### config.mk
export PLATFORM = sky130hd
export DESIGN_NAME = pc_sequencer
export DESIGN_NICKNAME = d
export VERILOG_FILES = /design/src/rtl/pc_sequencer.sv
export SDC_FILE = /design/constraint.sdc
export NUM_CORES = 1
export LEC_CHECK = 0
export CAP_MARGIN = 40
export CORE_MARGIN = 2
export CORE_UTILIZATION = 59
export CTS_CLUSTER_DIAMETER = 40
export DETAILED_ROUTE_END_ITERATION = 6
export DONT_BUFFER_PORTS = 1
export GPL_TIMING_DRIVEN = 0
export PLACE_DENSITY = 0.86
export SYNTH_ARGS = -nofsm -noshare
export SYNTH_HDL_FRONTEND = slang
export SYNTH_SLANG_ARGS = --single-unit
### constraint.sdc
create_clock -name Clk -period 5.66 [get_ports Clk]
set_clock_uncertainty 0.1 [all_clocks]
set_input_delay 1.132 -clock Clk [delete_from_list [all_inputs] [get_ports Clk]]
set_output_delay 1.132 -clock Clk [all_outputs]
set_load 0.01 [all_outputs]
### src/rtl/pc_sequencer.sv
// pc_sequencer: program counter with start/load/run/done handshake and relative branching
module pc_sequencer #(
  parameter int D = 12,
  parameter logic [D-1:0] P1_START = D'(0),
  parameter logic [D-1:0] P2_START = D'(256),
  parameter logic [D-1:0] P3_START = D'(512),
  parameter int CW = 16
) (
  input  logic          Clk,
  input  logic          Reset_n,
  input  logic          Start,
  input  logic [1:0]    prog_sel,
  input  logic          stall,
  input  logic          branch_en,
  input  logic          branch_taken,
  input  logic [D-1:0]  target,
  input  logic          halt,
  output logic [D-1:0]  prog_ctr,
  output logic          running,
  output logic          Done,
  output logic [CW-1:0] cycle_cnt
);
  typedef enum logic [1:0] {IDLE, LOAD, RUN, DONE} state_t;
  state_t state_q, state_d;
  logic [D-1:0] pc_q, pc_d, start_addr;
  logic [1:0] sel_q, sel_d;
  logic [CW-1:0] cnt_q, cnt_d;
  logic running_q, running_d, done_q, done_d;
  // next-state: stall beats halt beats branch beats +1; the offset add wraps modulo 2^D
  always_comb begin
    state_d = state_q;
    pc_d = pc_q;
    sel_d = sel_q;
    cnt_d = cnt_q;
    start_addr = sel_q == 2'd1 ? P2_START : sel_q == 2'd2 ? P3_START : P1_START;
    case (state_q)
      IDLE: begin
        sel_d = Start ? prog_sel : sel_q;
        state_d = Start ? LOAD : IDLE;
      end
      LOAD: begin
        pc_d = start_addr;
        cnt_d = '0;
        state_d = RUN;
      end
      RUN: if (!stall) begin
        state_d = halt ? DONE : RUN;
        pc_d = halt ? pc_q : (branch_en && branch_taken) ? pc_q + target : pc_q + D'(1);
        cnt_d = (halt || &cnt_q) ? cnt_q : cnt_q + CW'(1);
      end
      DONE: state_d = Start ? DONE : IDLE;
      default: state_d = IDLE;
    endcase
    running_d = state_d == LOAD || state_d == RUN;
    done_d = state_d == DONE;
  end
  // state and registered outputs; reset clears everything immediately
  always_ff @(posedge Clk or negedge Reset_n) begin
    if (!Reset_n) begin
      state_q <= IDLE;
      pc_q <= '0;
      sel_q <= '0;
      cnt_q <= '0;
      running_q <= 1'b0;
      done_q <= 1'b0;
    end else begin
      state_q <= state_d;
      pc_q <= pc_d;
      sel_q <= sel_d;
      cnt_q <= cnt_d;
      running_q <= running_d;
      done_q <= done_d;
    end
  end
  assign prog_ctr = pc_q;
  assign cycle_cnt = cnt_q;
  assign running = running_q;
  assign Done = done_q;
endmodule

==> run summary, run 1 <==
Outcome - completed
Placed inst area - 2150 µm²
Post-CTS setup buffers - 0
Layout Nets - 262
Die Ht - 63.5 µm
Total core area - 3360 µm²
CTS resizes - 0
Pins Over Slew Limit - 0
Initial antenna violation count - 0
Most frequent cells in the layout - 34 x dfrtp_1, 20 x nand3_1, 18 x nor2_1, 17 x o21ai_0, 16 x nand2_1
Synth Cell Area - 2090 µm²
First-pass GRT wire length - 7190 µm
Crit path max-delay cell type - a211oi_1
WP data arrival - 3.57 ns
Layout fillers - 275
Vias - 1735
Final Instance Area - 2220 µm²
Main synth FF type - dfrtp_1
Gpl congestion - 0.834
Routed WL - 4330 µm
Register Area - 851 µm²
Maximum root-to-sink buffer count - 2
Period minus WS final - 3.43 ns
Hold_buf cts - 0
Peak VDD IR - 280 µV
Async S/R FF share, synth - 100%
RSZ-0062 raised after global routing - no
Final hold vios - 0
Crit-path max FO - 10
Die area - 4030 µm²
Synthesized instance count - 220
DRC - 0
CP Cell Sequence - clkbuf_1 > nand3b_1 > ha_1 > fa_1 > a211oi_1 > o21ai_0 > a21oi_1 > a21oi_1 > o21a_1 > o31ai_1
Dpl hpwl - 3170 µm
Largest net degree at the start of global routing - 35
Synth-to-Final Area Change - 6.35%
IO Port Bufs - 0
Syn Nets - 255
Die span in x - 63.5 µm
Worst setup SP type - primary input
Final WS setup - 2.23 ns
Initial DRC Count - 110
Starting Density - 62.1%
WL per Instance - 15.8 µm
Num ports - 51
Multi-input gate area - 1200 µm²
GRT overflow - 0
Leak - 0.000985 µW
Row count - 21
CTS tree - done
Hold Slack - 0.382 ns
Avg Vias per Cell - 6.33
Diode count - 0
Cts bufs inserted - 5
Final setup TNS - 0 ns
Period utilization - 60.5%
Req. time, crit path - 5.80 ns
Vias in the first global route - 1623
Slew Limit Headroom - 64.8%
Dpl ws - 1.95 ns
Slowest cell delay on critical path - 0.43 ns
Avg Inst Size Synth - 9.50 µm²
Synth unique cells - 44
#FFs+latches synth - 34
Pre-antenna DRT Iters - 4
GRT Util Overall - 22.4%
Slew @ Worst Pin - 0.523 ns
Most common cell after layout, fill and taps aside - dfrtp_1
CP dominant cell by count - a21oi_1
Synth Warn # - 0
Later-pin clock latency in the skew report - 0.33 ns
Power Density - 383 nW/µm²
Sink Count - 34
Layout cells sized above 1 - 8.33%
# Max-Cap Violations - 0
Placed Cells - 266
Fin cells - 274
Crit. End Element - flop
Crit Path Category - in -> reg
Final setup fails - 0
Antenna Nets Post-Route - 0
CTS Root Cell - clkbuf_4
Number of synthesized flops with an enable pin - 0
CTS H-tree depth - 2
Fmax - 292 MHz
Worst Hold Class - in -> async
Sequential area share after synthesis - 40.7%
Clock-pin slew on the worst setup and hold paths - 0.11 ns
[worst max-delay path: cells and delay by family]
family,cells,cell delay [ns]
AO/OA/AOI/OAI,6,1.37
adder cells (fa/ha/maj),2,0.65
buffers and inverters,1,0.28
AND/OR/NAND/NOR,1,0.14
[final timing paths]
check                             from             to  slack [ns]  cells past startpoint
max                          branch_en   prog_ctr[10]        2.23                     10
min                            Reset_n  cycle_cnt[10]        0.38                      0
max reg2reg                prog_ctr[0]   prog_ctr[10]        2.99                      8
min reg2reg                   sel_q[0]       sel_q[0]        0.44                      1
max in group asynchronous      Reset_n   cycle_cnt[0]        5.00                      0
min in group Clk              sel_q[0]       sel_q[0]        0.44                      1
[routing by layer]
layer | track usage [%] | wire length [µm] | up-vias
li1 | - | - | 815
met1 | 28.2 | 1820 | 840
met2 | 36.3 | 2060 | 71
met3 | 7.68 | 383 | 9
met4 | 6.79 | 58 | 0
met5 | 0 | 0 | -
[flip-flops by register name, indices dropped and copies added, names as in the netlist]
| signal | count |
|---|---|
| state_q | 2 |
| cycle_cnt | 16 |
| running | 1 |
| sel_q | 2 |
| prog_ctr | 12 |
| Done | 1 |
[kinds of logic (layout without fill, tap and decap cells)]
logic type / count (synthesis) / count (layout) / share of synthesized area [%]
compound gates: 46 / 46 / 14.3
xor+xnor: 18 / 18 / 7.54
fa+ha+maj: 14 / 14 / 8.74
buf+inv: 9 / 17 / 1.86
flops: 34 / 34 / 40.7
mux: 3 / 3 / 1.56
simple gates: 96 / 96 / 25.3
[stage by stage]
stage                     power, µW  util (%)
final                           850      66.1
after global routing            912      66.1
after CTS                       851      66.1
after detailed placement        677      63.8
after global placement          665      63.8
after floorplan                 613         -
[synth_stat cells (2+ instances only)]
| cell type | n | area [µm²] |
|---|---|---|
| dfrtp_1 | 34 | 851 |
| nand3_1 | 20 | 100 |
| nor2_1 | 18 | 67.6 |
| o21ai_0 | 17 | 85.1 |
| nand2_1 | 16 | 60.1 |
| ha_1 | 13 | 163 |
| and3_1 | 12 | 75.1 |
| xor2_1 | 11 | 96.3 |
| a21oi_1 | 9 | 45.0 |
| xnor2_1 | 7 | 61.3 |
| nor3_1 | 6 | 30.0 |
| clkbuf_1 | 5 | 18.8 |
| inv_1 | 3 | 11.3 |
| nand4_1 | 3 | 18.8 |
| nor2b_1 | 3 | 18.8 |
| nor3b_1 | 3 | 22.5 |
| o21a_1 | 3 | 22.5 |
| a211oi_1 | 2 | 15.0 |
| a21o_1 | 2 | 15.0 |
| and3_2 | 2 | 15.0 |
| mux2_2 | 2 | 22.5 |
| nand2b_1 | 2 | 12.5 |
| nand3b_1 | 2 | 15.0 |
| nor4_1 | 2 | 12.5 |
| o211ai_1 | 2 | 15.0 |
| o22ai_1 | 2 | 12.5 |
| o31ai_1 | 2 | 15.0 |
[cell type report]
type | count | area share, %
Buffer | 6 | 1.24
Sequential cell | 34 | 38.3
Clock buffer | 7 | 2.03
Multi-Input combinational cell | 177 | 54.0
Inverter | 3 | 0.507
Tap cell | 46 | 2.59
Clock inverter | 1 | 1.35
[where the power goes]
group / leakage (µW) / internal (µW) / switching (µW)
logic: 0.000494 / 118 / 149
registers: 0.000451 / 310 / 98.3
clock network: 0.0000395 / 93.7 / 81.1
total: 0.000985 / 522 / 328
No activity file was read; power rests on OpenSTA's default activity.
==> run 2, diff against run 1 <==
Clock period 5.66 ns to 3.5 ns, I/O delays scaled along.
==> run 2 against run 1 <==
  * Routed wire length increased by 0.83%
  * Critical path depth stayed put
  * Largest cell class unchanged
  * Cell area rose by 0.90%
  * Sequential cell count unchanged
  * Non-clock buffer count up 1
  * Combinational power increased by 65%
  * Worst setup slack worse by 1.7 ns
  * Register-to-register slack got worse by 2.2 ns
==> run summary, run 2 (same netlist as run 1, synthesis figures left out) <==
Avg Vias per Cell - 6.31
Met2 WL - 2070 µm
RSZ-0062 raised after global routing - no
Dpl hpwl - 3170 µm
IO Port Bufs - 0
Crit Path Category - in -> reg
Worst setup SP type - primary input
Largest net degree at the start of global routing - 35
Slowest cell delay on critical path - 0.43 ns
Cts bufs inserted - 5
GRT Util Overall - 22.4%
Final WS setup - 0.505 ns
CP dominant cell by count - a21oi_1
Starting Density - 62.1%
CP bufs+invs - 1
Layout cells sized above 1 - 8.73%
Die Ht - 63.5 µm
Wire length on met3 - 326 µm
Initial antenna violation count - 0
CTS tree - done
DRC - 0
GRT overflow - 0
Hold Slack - 0.0818 ns
Outcome - completed
CTS H-tree depth - 2
Slew @ Worst Pin - 0.535 ns
Most common cell after layout, fill and taps aside - dfrtp_1
Leak - 0.000994 µW
Num ports - 51
Clock-pin slew on the worst setup and hold paths - 0.11 ns
# Max-Cap Violations - 0
CP Cell Sequence - clkbuf_1 > nand3b_1 > ha_1 > fa_1 > a211oi_1 > o21ai_0 > a21oi_1 > a21oi_1 > o21a_1 > o31ai_1
Sw Share - 38.8%
Crit. End Element - flop
Int Power - 847 µW
Clk network pwr share - 20.3%
Top Layer Used - met4
Switch Pwr - 537 µW
CTS Root Cell - clkbuf_4
Post-CTS setup buffers - 0
Crit path max-delay cell type - a211oi_1
Diode count - 0
Synth-to-Final Area Change - 7.31%
Final setup fails - 0
WP data arrival - 3.14 ns
Worst Hold Class - in -> async
Routed WL - 4360 µm
Layout fillers - 273
Peak VDD IR - 453 µV
Initial DRC Count - 100
Met1 Routed Length - 1930 µm
Period minus WS final - 2.99 ns
Row count - 21
First-pass GRT wire length - 7190 µm
Vias - 1735
Vias in the first global route - 1619
Maximum root-to-sink buffer count - 2
Antenna Nets Post-Route - 0
Dpl ws - 0.220 ns
Pins Over Slew Limit - 0
Most frequent cells in the layout - 34 x dfrtp_1, 20 x nand3_1, 18 x nor2_1, 17 x o21ai_0, 16 x nand2_1
Pre-antenna DRT Iters - 4
Period utilization - 85.6%
Final setup TNS - 0 ns
Number of flip-flops in the largest register - 16
Power Total - 1380 µW
Final hold vios - 0
Req. time, crit path - 3.64 ns
Die span in x - 63.5 µm
Die area - 4030 µm²
Combinational power share - 31.9%
Gpl congestion - 0.834
Sink Count - 34
Later-pin clock latency in the skew report - 0.33 ns
Part of the power in registers - 47.8%
Power Density - 617 nW/µm²
Cell family with most CP delay - compound AO/OA/AOI/OAI gates
Layout Nets - 263
WL per Instance - 15.9 µm
Total core area - 3360 µm²
Crit-path max FO - 10
Slew Limit Headroom - 64.4%
Fmax - 334 MHz
-- run 2: timing repair --
item                      4_1_cts  5_1_grt
hold endpoints to repair       34        0
hold buffers                    1        0
resized for setup               0        0
-- run 2: per-layer routing --
layer	track usage, %	up-vias
met1	28.6	850
met2	36.3	59
met3	7.50	5
li1	-	821
met5	0	-
met4	6.25	0
-- run 2: path summary, 6_finish.rpt --
path,start,to,slack (ns),cells after the start
min,Reset_n,cycle_cnt[6],0.08,1
min in group Clk,prog_sel[0],sel_q[0],0.41,1
min reg2reg,sel_q[0],sel_q[0],0.44,1
max in group asynchronous,Reset_n,prog_ctr[2],3.04,1
max,branch_en,prog_ctr[10],0.51,10
max reg2reg,prog_ctr[0],prog_ctr[10],0.83,8
-- run 2: power by group through the flow --
| stage | clock network, µW | logic, µW | registers (µW) |
|---|---|---|---|
| global route | 305 | 501 | 679 |
| floorplan | 0 | 355 | 636 |
| detailed placement | 0 | 425 | 669 |
| CTS | 287 | 440 | 660 |
| finish | 281 | 441 | 661 |
| global placement | 0 | 410 | 666 |
-- run 2: stage by stage --
stage / cells / cell area [µm²] / utilization (%)
finish: 275 / 2240 / 66.7
detailed placement: 266 / 2150 / 63.8
global route: 275 / 2240 / 66.7
floorplan: 220 / 2090 / -
CTS: 275 / 2240 / 66.7
global placement: 266 / 2150 / 63.8
-- run 2: cell type report --
| class | instances | area, µm² | share of cell area (%) |
|---|---|---|---|
| well taps | 46 | 57.6 | 2.57 |
| plain buffers | 6 | 27.5 | 1.23 |
| clock inverters | 1 | 30.0 | 1.34 |
| repair buffers | 1 | 20.0 | 0.893 |
| inverters | 3 | 11.3 | 0.502 |
| flip-flops and latches | 34 | 851 | 37.9 |
| multi-input cells | 177 | 1200 | 53.5 |
| clock buffers | 7 | 45.0 | 2.01 |
-- run 2: worst register-to-register path, stage by stage, from the launching register on --
cell,delay (ns)
dfrtp_1,0.45
ha_1,0.25
fa_1,0.42
a211oi_1,0.43
o21ai_0,0.17
a21oi_1,0.24
a21oi_1,0.13
o21a_1,0.19
o31ai_1,0.21
